$ cat src/rtl/seg_scan_ctrl.sv
// Seven-segment multiplex scanner: rotating one-hot anode drive, digit select,
// per-digit blanking, 16-step PWM brightness and a frame-start pulse.
module seg_scan_ctrl #(
    parameter int DIGITS        = 4,
    parameter int PRESCALE      = 50000,
    parameter bit AN_ACTIVE_LOW = 1
) (
    input  logic                      Clk,
    input  logic                      Reset,
    input  logic                      enable,
    input  logic [DIGITS-1:0]         digit_en,
    input  logic [3:0]                brightness,
    output logic [DIGITS-1:0]         AN,
    output logic [$clog2(DIGITS)-1:0] sel,
    output logic                      frame_tick
);

    localparam int SUB_N = PRESCALE / 16;
    localparam int SUB_W = (SUB_N > 1) ? $clog2(SUB_N) : 1;
    localparam int SEL_W = $clog2(DIGITS);
    localparam logic [SUB_W-1:0]  SUB_LOAD = SUB_W'(SUB_N - 1);
    localparam logic [SEL_W-1:0]  SEL_LAST = SEL_W'(DIGITS - 1);
    localparam logic [DIGITS-1:0] AN_IDLE  = {DIGITS{AN_ACTIVE_LOW}};

    logic              r_run;
    logic [SUB_W-1:0]  r_sub;
    logic [3:0]        r_phase;
    logic [SEL_W-1:0]  r_sel;
    logic [DIGITS-1:0] r_an;
    logic              r_frame_tick;

    logic              w_sub_tc;
    logic              w_slot_end;
    logic              w_wrap;
    logic [SUB_W-1:0]  w_sub_nxt;
    logic [3:0]        w_phase_nxt;
    logic [SEL_W-1:0]  w_sel_nxt;
    logic [DIGITS-1:0] w_an_nxt;

    // r_run holds the position on the first edge after reset so slot 0 gets its full length.
    always_comb begin
        w_sub_tc    = (r_sub == '0);
        w_slot_end  = r_run && w_sub_tc && (r_phase == 4'd15);
        w_wrap      = w_slot_end && (r_sel == SEL_LAST);
        w_sub_nxt   = r_sub;
        w_phase_nxt = r_phase;
        w_sel_nxt   = r_sel;
        if (r_run) begin
            if (w_sub_tc) begin
                w_sub_nxt   = SUB_LOAD;
                w_phase_nxt = r_phase + 4'd1;
            end else begin
                w_sub_nxt = r_sub - SUB_W'(1);
            end
            if (w_slot_end) begin
                w_sel_nxt = w_wrap ? '0 : r_sel + SEL_W'(1);
            end
        end
    end

    // Anode decode uses next-state position so AN and sel always move on the same edge.
    always_comb begin
        w_an_nxt = AN_IDLE;
        for (int i = 0; i < DIGITS; i++) begin
            w_an_nxt[i] = ((w_sel_nxt == SEL_W'(i)) && enable && digit_en[i] &&
                           (w_phase_nxt <= brightness)) ^ AN_ACTIVE_LOW;
        end
    end

    always_ff @(posedge Clk) begin
        if (Reset) begin
            r_run        <= 1'b0;
            r_sub        <= SUB_LOAD;
            r_phase      <= 4'd0;
            r_sel        <= '0;
            r_an         <= AN_IDLE;
            r_frame_tick <= 1'b0;
        end else begin
            r_run        <= 1'b1;
            r_sub        <= w_sub_nxt;
            r_phase      <= w_phase_nxt;
            r_sel        <= w_sel_nxt;
            r_an         <= w_an_nxt;
            r_frame_tick <= w_wrap;
        end
    end

    assign AN         = r_an;
    assign sel        = r_sel;
    assign frame_tick = r_frame_tick;

endmodule

$ cat config.mk
export PLATFORM = sky130hd
export DESIGN_NAME = seg_scan_ctrl
export DESIGN_NICKNAME = d
export VERILOG_FILES = /design/src/rtl/seg_scan_ctrl.sv
export SDC_FILE = /design/constraint.sdc
export NUM_CORES = 1
export LEC_CHECK = 0
export ABC_AREA = 1
export CORE_ASPECT_RATIO = 2
export CORE_MARGIN = 2
export CORE_UTILIZATION = 35
export CTS_BUF_LIST = sky130_fd_sc_hd__clkbuf_8
export CTS_CLUSTER_DIAMETER = 80
export DETAILED_ROUTE_END_ITERATION = 8
export GPL_ROUTABILITY_DRIVEN = 1
export GPL_TIMING_DRIVEN = 0
export HOLD_SLACK_MARGIN = 0.15
export RECOVER_POWER = 25
export SKIP_LAST_GASP = 1
export SYNTH_ARGS = -nofsm -noshare
export SYNTH_HDL_FRONTEND = slang
export SYNTH_SLANG_ARGS = --single-unit
$ cat constraint.sdc
create_clock -name Clk -period 3.8 [get_ports Clk]
set_clock_uncertainty 0.1 [all_clocks]
set_input_delay 0.76 -clock Clk [delete_from_list [all_inputs] [get_ports Clk]]
set_output_delay 0.76 -clock Clk [all_outputs]
set_load 0.03 [all_outputs]
# --- Yosys cells after proc, flatten, opt, wreduce, memory -nomap -nowiden ---
# Index checks and enable logic that the tools add are counted.
op_classes:
  addsub: 3
  order_cmp: 1
  eq_ne: 5
  mux: 7
  n_bitwise: 4
  reduce_logical: 17
op_table:
  columns: ["cell", "n"]
  rows:
  - ["logical AND 1 bit", 15]
  - ["logical NOT 12 bit", 1]
  - ["two-way mux 12 bit", 1]
  - ["subtractor 12 x 1 -> 12 bit (second input constant)", 1]
  - ["two-way mux 4 bit", 2]
  - ["equality test 2 bit (second input constant)", 3]
  - ["two-way mux 2 bit", 3]
  - ["adder 4 x 1 -> 4 bit (second input constant)", 1]
  - ["equality test 4 bit (second input constant)", 1]
  - ["<= comparator 4 bit", 1]
  - ["inverter 1 bit", 4]
  - ["adder 2 x 1 -> 2 bit (second input constant)", 1]
  - ["equality test 2 x 1 -> 1 bit (second input constant)", 1]
  - ["logical NOT 2 bit", 1]
  - ["two-way mux 1 bit", 1]
totals:
  register_bits: 24
  output_inout_bits: 7
  word_cells: 43

# --- Longest topological paths before layout ---
logic_depth:
  ltp_word: 12
  ltp_mapped: 20

# --- Least setup slack after synthesis ---
# OpenSTA, ideal clock, no wires.
synth_timing:
  path_type: "reg2reg"
  from: "reg r_sub[0]"
  to: "reg r_an[0] (netlist: AN[0])"
  arrival_ps: 1949
  required_time_ps: 3579
  setup_slack_ps: 1630
  path_stages_with_launch: 21
  path_buffers: 0
  synth_period_minus_slack_ps: 2170
  path_cell_list: "dfxtp_1 inv_1 ha_1 nand2_2 inv_2 nand2_4 nor2_8 nand2_4 nor2_1 nand2_1 nand2_1 inv_1 ha_1 nand2_1 inv_1 nand2_1 nand2_1 nand2_1 nand3_1 nor2_1 nand3_1"
synth_between:
  word_cells_on_any_way: 15
synth_rtl:
  columns: ["element", "line_no", "rtl"]
  rows:
  - ["from (decl)", "26", "logic [SUB_W-1:0] r_sub;"]
  - ["from (signal assigned)", "80", "r_sub <= w_sub_nxt;"]
  - ["logical NOT 12 bit", "42", "w_sub_tc = (r_sub == '0);"]
  - ["two-way mux 4 bit", "49", "if (w_sub_tc) begin"]
  - ["two-way mux 4 bit", "48", "if (r_run) begin"]
  - ["named net w_phase_nxt[3]", "36", "logic [3:0] w_phase_nxt;"]
  - ["<= comparator 4 bit", "66", "(w_phase_nxt <= brightness)) ^ AN_ACTIVE_LOW;"]
  - ["logical AND 1 bit", "65", "w_an_nxt[i] = ((w_sel_nxt == SEL_W'(i)) && enable && digit_en[i] &&"]
  - ["inverter 1 bit (no line)", null, null]
  - ["to (signal assigned)", "83", "r_an <= w_an_nxt;"]
  - ["to (decl)", "29", "logic [DIGITS-1:0] r_an;"]
# The timed path passes the listed nets, and every way through them passes these cells.
# A chain may end at the register's enable or synchronous reset.

# --- Worst setup path after layout ---
layout_timing:
  from: "reg r_sub[0]"
  to: "reg r_an[3] (netlist: AN[3])"
# Same word-level chain as after synthesis.

==> results.tsv <==
metric	value	unit
timing.rr.end	AN[3]	
synthArstFlopShare	0	
core	3420	um2
seq_area	480	um2
synth_edf_count	0	
cts_sinks	24	
slew_viol_final	0	
maxCapViolCount	0	
io_buffers	17	
cts_tree	done	
ys_seq_elements	24	
rsz0062_at_grt	no	
hold_class	flop to flop	
synth_top_area_frac	0.381	
ys_seq_area_frac	0.381	
ctsHoldBuffers	0	
holdWs	0.404	ns
holdPathStages	2	
initial_core_util	0.369	
internal_power	0.000418	W
setup_ws	0.914	ns
netlist-cell-type-count	23	
clockBufferDepth	2	
htreeDepth	1	
hpwl	2130	um
grt_antenna_before_repair	0	
cp.arrival	2.95	ns
row_count	30	
cts_buffers	3	
grt_pass1_wl	4670	um
drc	0	
yosys.area.top_type	dfxtp_1	
critPathKind	flop to flop	
ys.flop_type	dfxtp_1	
tns	0	ns
die_w	46.4	um
pre_cts_ws	1.28	ns
synthCells	174	
place_congestion	0.775	
vias	1145	
dieHeight	88.9	um
finalHoldViolCount	0	
p_leak	0.706	nW
area_growth	22.4	%
crit_path_end_kind	flop	
hold_start	r_sub[10]	
min_period	2.89	ns
pwr-share-comb	0.080	
avgSynthCellArea	7.24	um2
netlist_area	1260	um2
antenna_cells	0	
yosysMostFrequentCell	nand2_1	
worstRegToRegCells	18	
wl_per_cell	10.8	um
grt_pass1_vias	1158	
cts_root_buf	clkbuf_8	
vias_per_cell	4.71	
setup_viol	0	
io_pins	18	
cp_max_fo	7	
p_switching	0.000110	W
cts-resized-gates	0	
p_per_area	342	nW/um2
die-area	4120	um2
first_iter_violations	25	
worstReg2RegStart	r_sub[0]	
reg2reg_setup_slack	0.91	ns
final.period_utilization	0.759	
synth_top_cells_by_area	dfxtp_1, nand2_1, nor2_1, inv_1, ha_1	
switching_share	0.208	
post-cts-setup-buffer-count	0	
multi_input_area	652	um2
start_kind	flop	
worstHoldEndpoint	r_sub[10]	
n_fill_cell	347	
slew_headroom	0.668	
clkLatencyLatePin	0.27	ns
yosys-top-cells-count	nand2_1, nor2_1, inv_1, dfxtp_1, nand3_1	
fin_nets	214	
final_antenna_net_count	0	
postPlaceCellArea	1490	um2
drive_above_1_share	0.0872	
status	finished clean	
clkPwrFrac	0.425	
synth.net_count	192	
drt_pre_antenna_iters	4	
synth_warnings	0	
tightest_slew	0.496	ns
clkTransAtPathRegs	0.08	ns
routed_wl	2630	um
clock.fmax	0.346	GHz
grt_overflow	0	
cp.required	3.86	ns
track_usage	0.152	
max-vdd-ir-drop	0.295	mV
grt_max_degree	15	
design_area	1540	um2
p_seq_frac	0.495	
fin_util	0.452	
-- layer usage --
| layer | track usage | vias up | share of wire |
|---|---|---|---|
| met5 | 0 | - | 0 |
| met4 | 0.0779 | 0 | 0.022 |
| met3 | 0.0265 | 5 | 0.027 |
| met2 | 0.280 | 20 | 0.58 |
| met1 | 0.150 | 533 | 0.37 |
| li1 | - | 587 | - |
-- power by group through the flow --
stage,clock [W],sequential [W],combinational (W)
finish,0.000224,0.000261,0.0000421
CTS,0.000231,0.000261,0.0000444
detailed placement,0,0.000267,0.0000443
global route,0.000245,0.000262,0.0000483
floorplan,0,0.000267,0.0000258
global placement,0,0.000267,0.0000424
-- critical path: stages (launching register included) --
cell and delay [ns]:
dfxtp_1 0.33, inv_1 0.08, ha_1 0.18, nand2_1 0.08, inv_1 0.11, nand2_4 0.06, nor2_1 0.39, nand2_4 0.17
nor2_1 0.12, nand2_1 0.06, nand2_1 0.09, inv_1 0.05, ha_1 0.28, a21oi_1 0.21, nand2_1 0.08, nand2_1 0.14
nand3_1 0.08, nor2_1 0.10, nand3_1 0.08
-- worst max path at each step --
stage          endpoint  slack [ns]     start  cells after the start
6_report          AN[3]        0.91  r_sub[0]                     18
4_1_cts           AN[3]        1.27  r_sub[0]                     18
3_3_place_gp      AN[3]        1.38  r_sub[0]                     18
3_5_place_dp      AN[3]        1.28  r_sub[0]                     18
5_1_grt           AN[3]        0.55  r_sub[0]                     18
2_1_floorplan     AN[0]        1.63  r_sub[0]                     20
-- layout by cell type (no fill, tap or decap) --
master	netlist	routed
xor2_1	5	5
clkinv_1	1	1
a211oi_1	1	1
nor2_2	2	2
o21ai_2	1	1
nand2_4	3	3
nand4_1	5	5
nand2_1	32	33
dfxtp_1	24	24
nor2_4	1	1
nand3_1	17	17
nand3_2	2	2
clkbuf_8	0	3
inv_1	25	26
bufinv_16	0	1
dlygate4sd3_1	0	1
inv_2	3	2
ha_1	7	7
or2_2	1	1
o21ai_0	2	3
xnor2_1	1	1
a21oi_1	6	6
clkdlybuf4s50_1	0	16
nor2_1	31	32
nand2_2	2	1
-- cell type report --
class / count / area share
inverter: 29 / 0.0706
tap: 48 / 0.0389
clock buffer: 3 / 0.0268
multi-input combinational: 121 / 0.423
timing repair buffer: 17 / 0.110
clock inverter: 1 / 0.0195
sequential: 24 / 0.311
-- logic make-up (layout without fill, tap and decap cells) --
| logic type | count (synthesis) | count (layout) | share of synthesized area |
|---|---|---|---|
| AO/OA/AOI/OAI | 11 | 11 | 0.0487 |
| XOR/XNOR | 6 | 6 | 0.0417 |
| adder cells (fa/ha/maj) | 7 | 7 | 0.0695 |
| buffers and inverters | 29 | 50 | 0.0864 |
| flip-flops | 24 | 24 | 0.381 |
| AND/OR/NAND/NOR | 97 | 97 | 0.372 |
-- through the flow --
step / cells / total power, W
final: 243 / 0.000527
after global routing: 243 / 0.000555
after CTS: 243 / 0.000536
after detailed placement: 239 / 0.000311
after global placement: 239 / 0.000309
after floorplan: 174 / 0.000293
-- sequential cells by signal, summed over array words and instances, names as in the netlist --
name,count
r_phase,4
sel,2
r_run,1
r_sub,12
AN,4
frame_tick,1
Power figures use the tool's default switching activity.
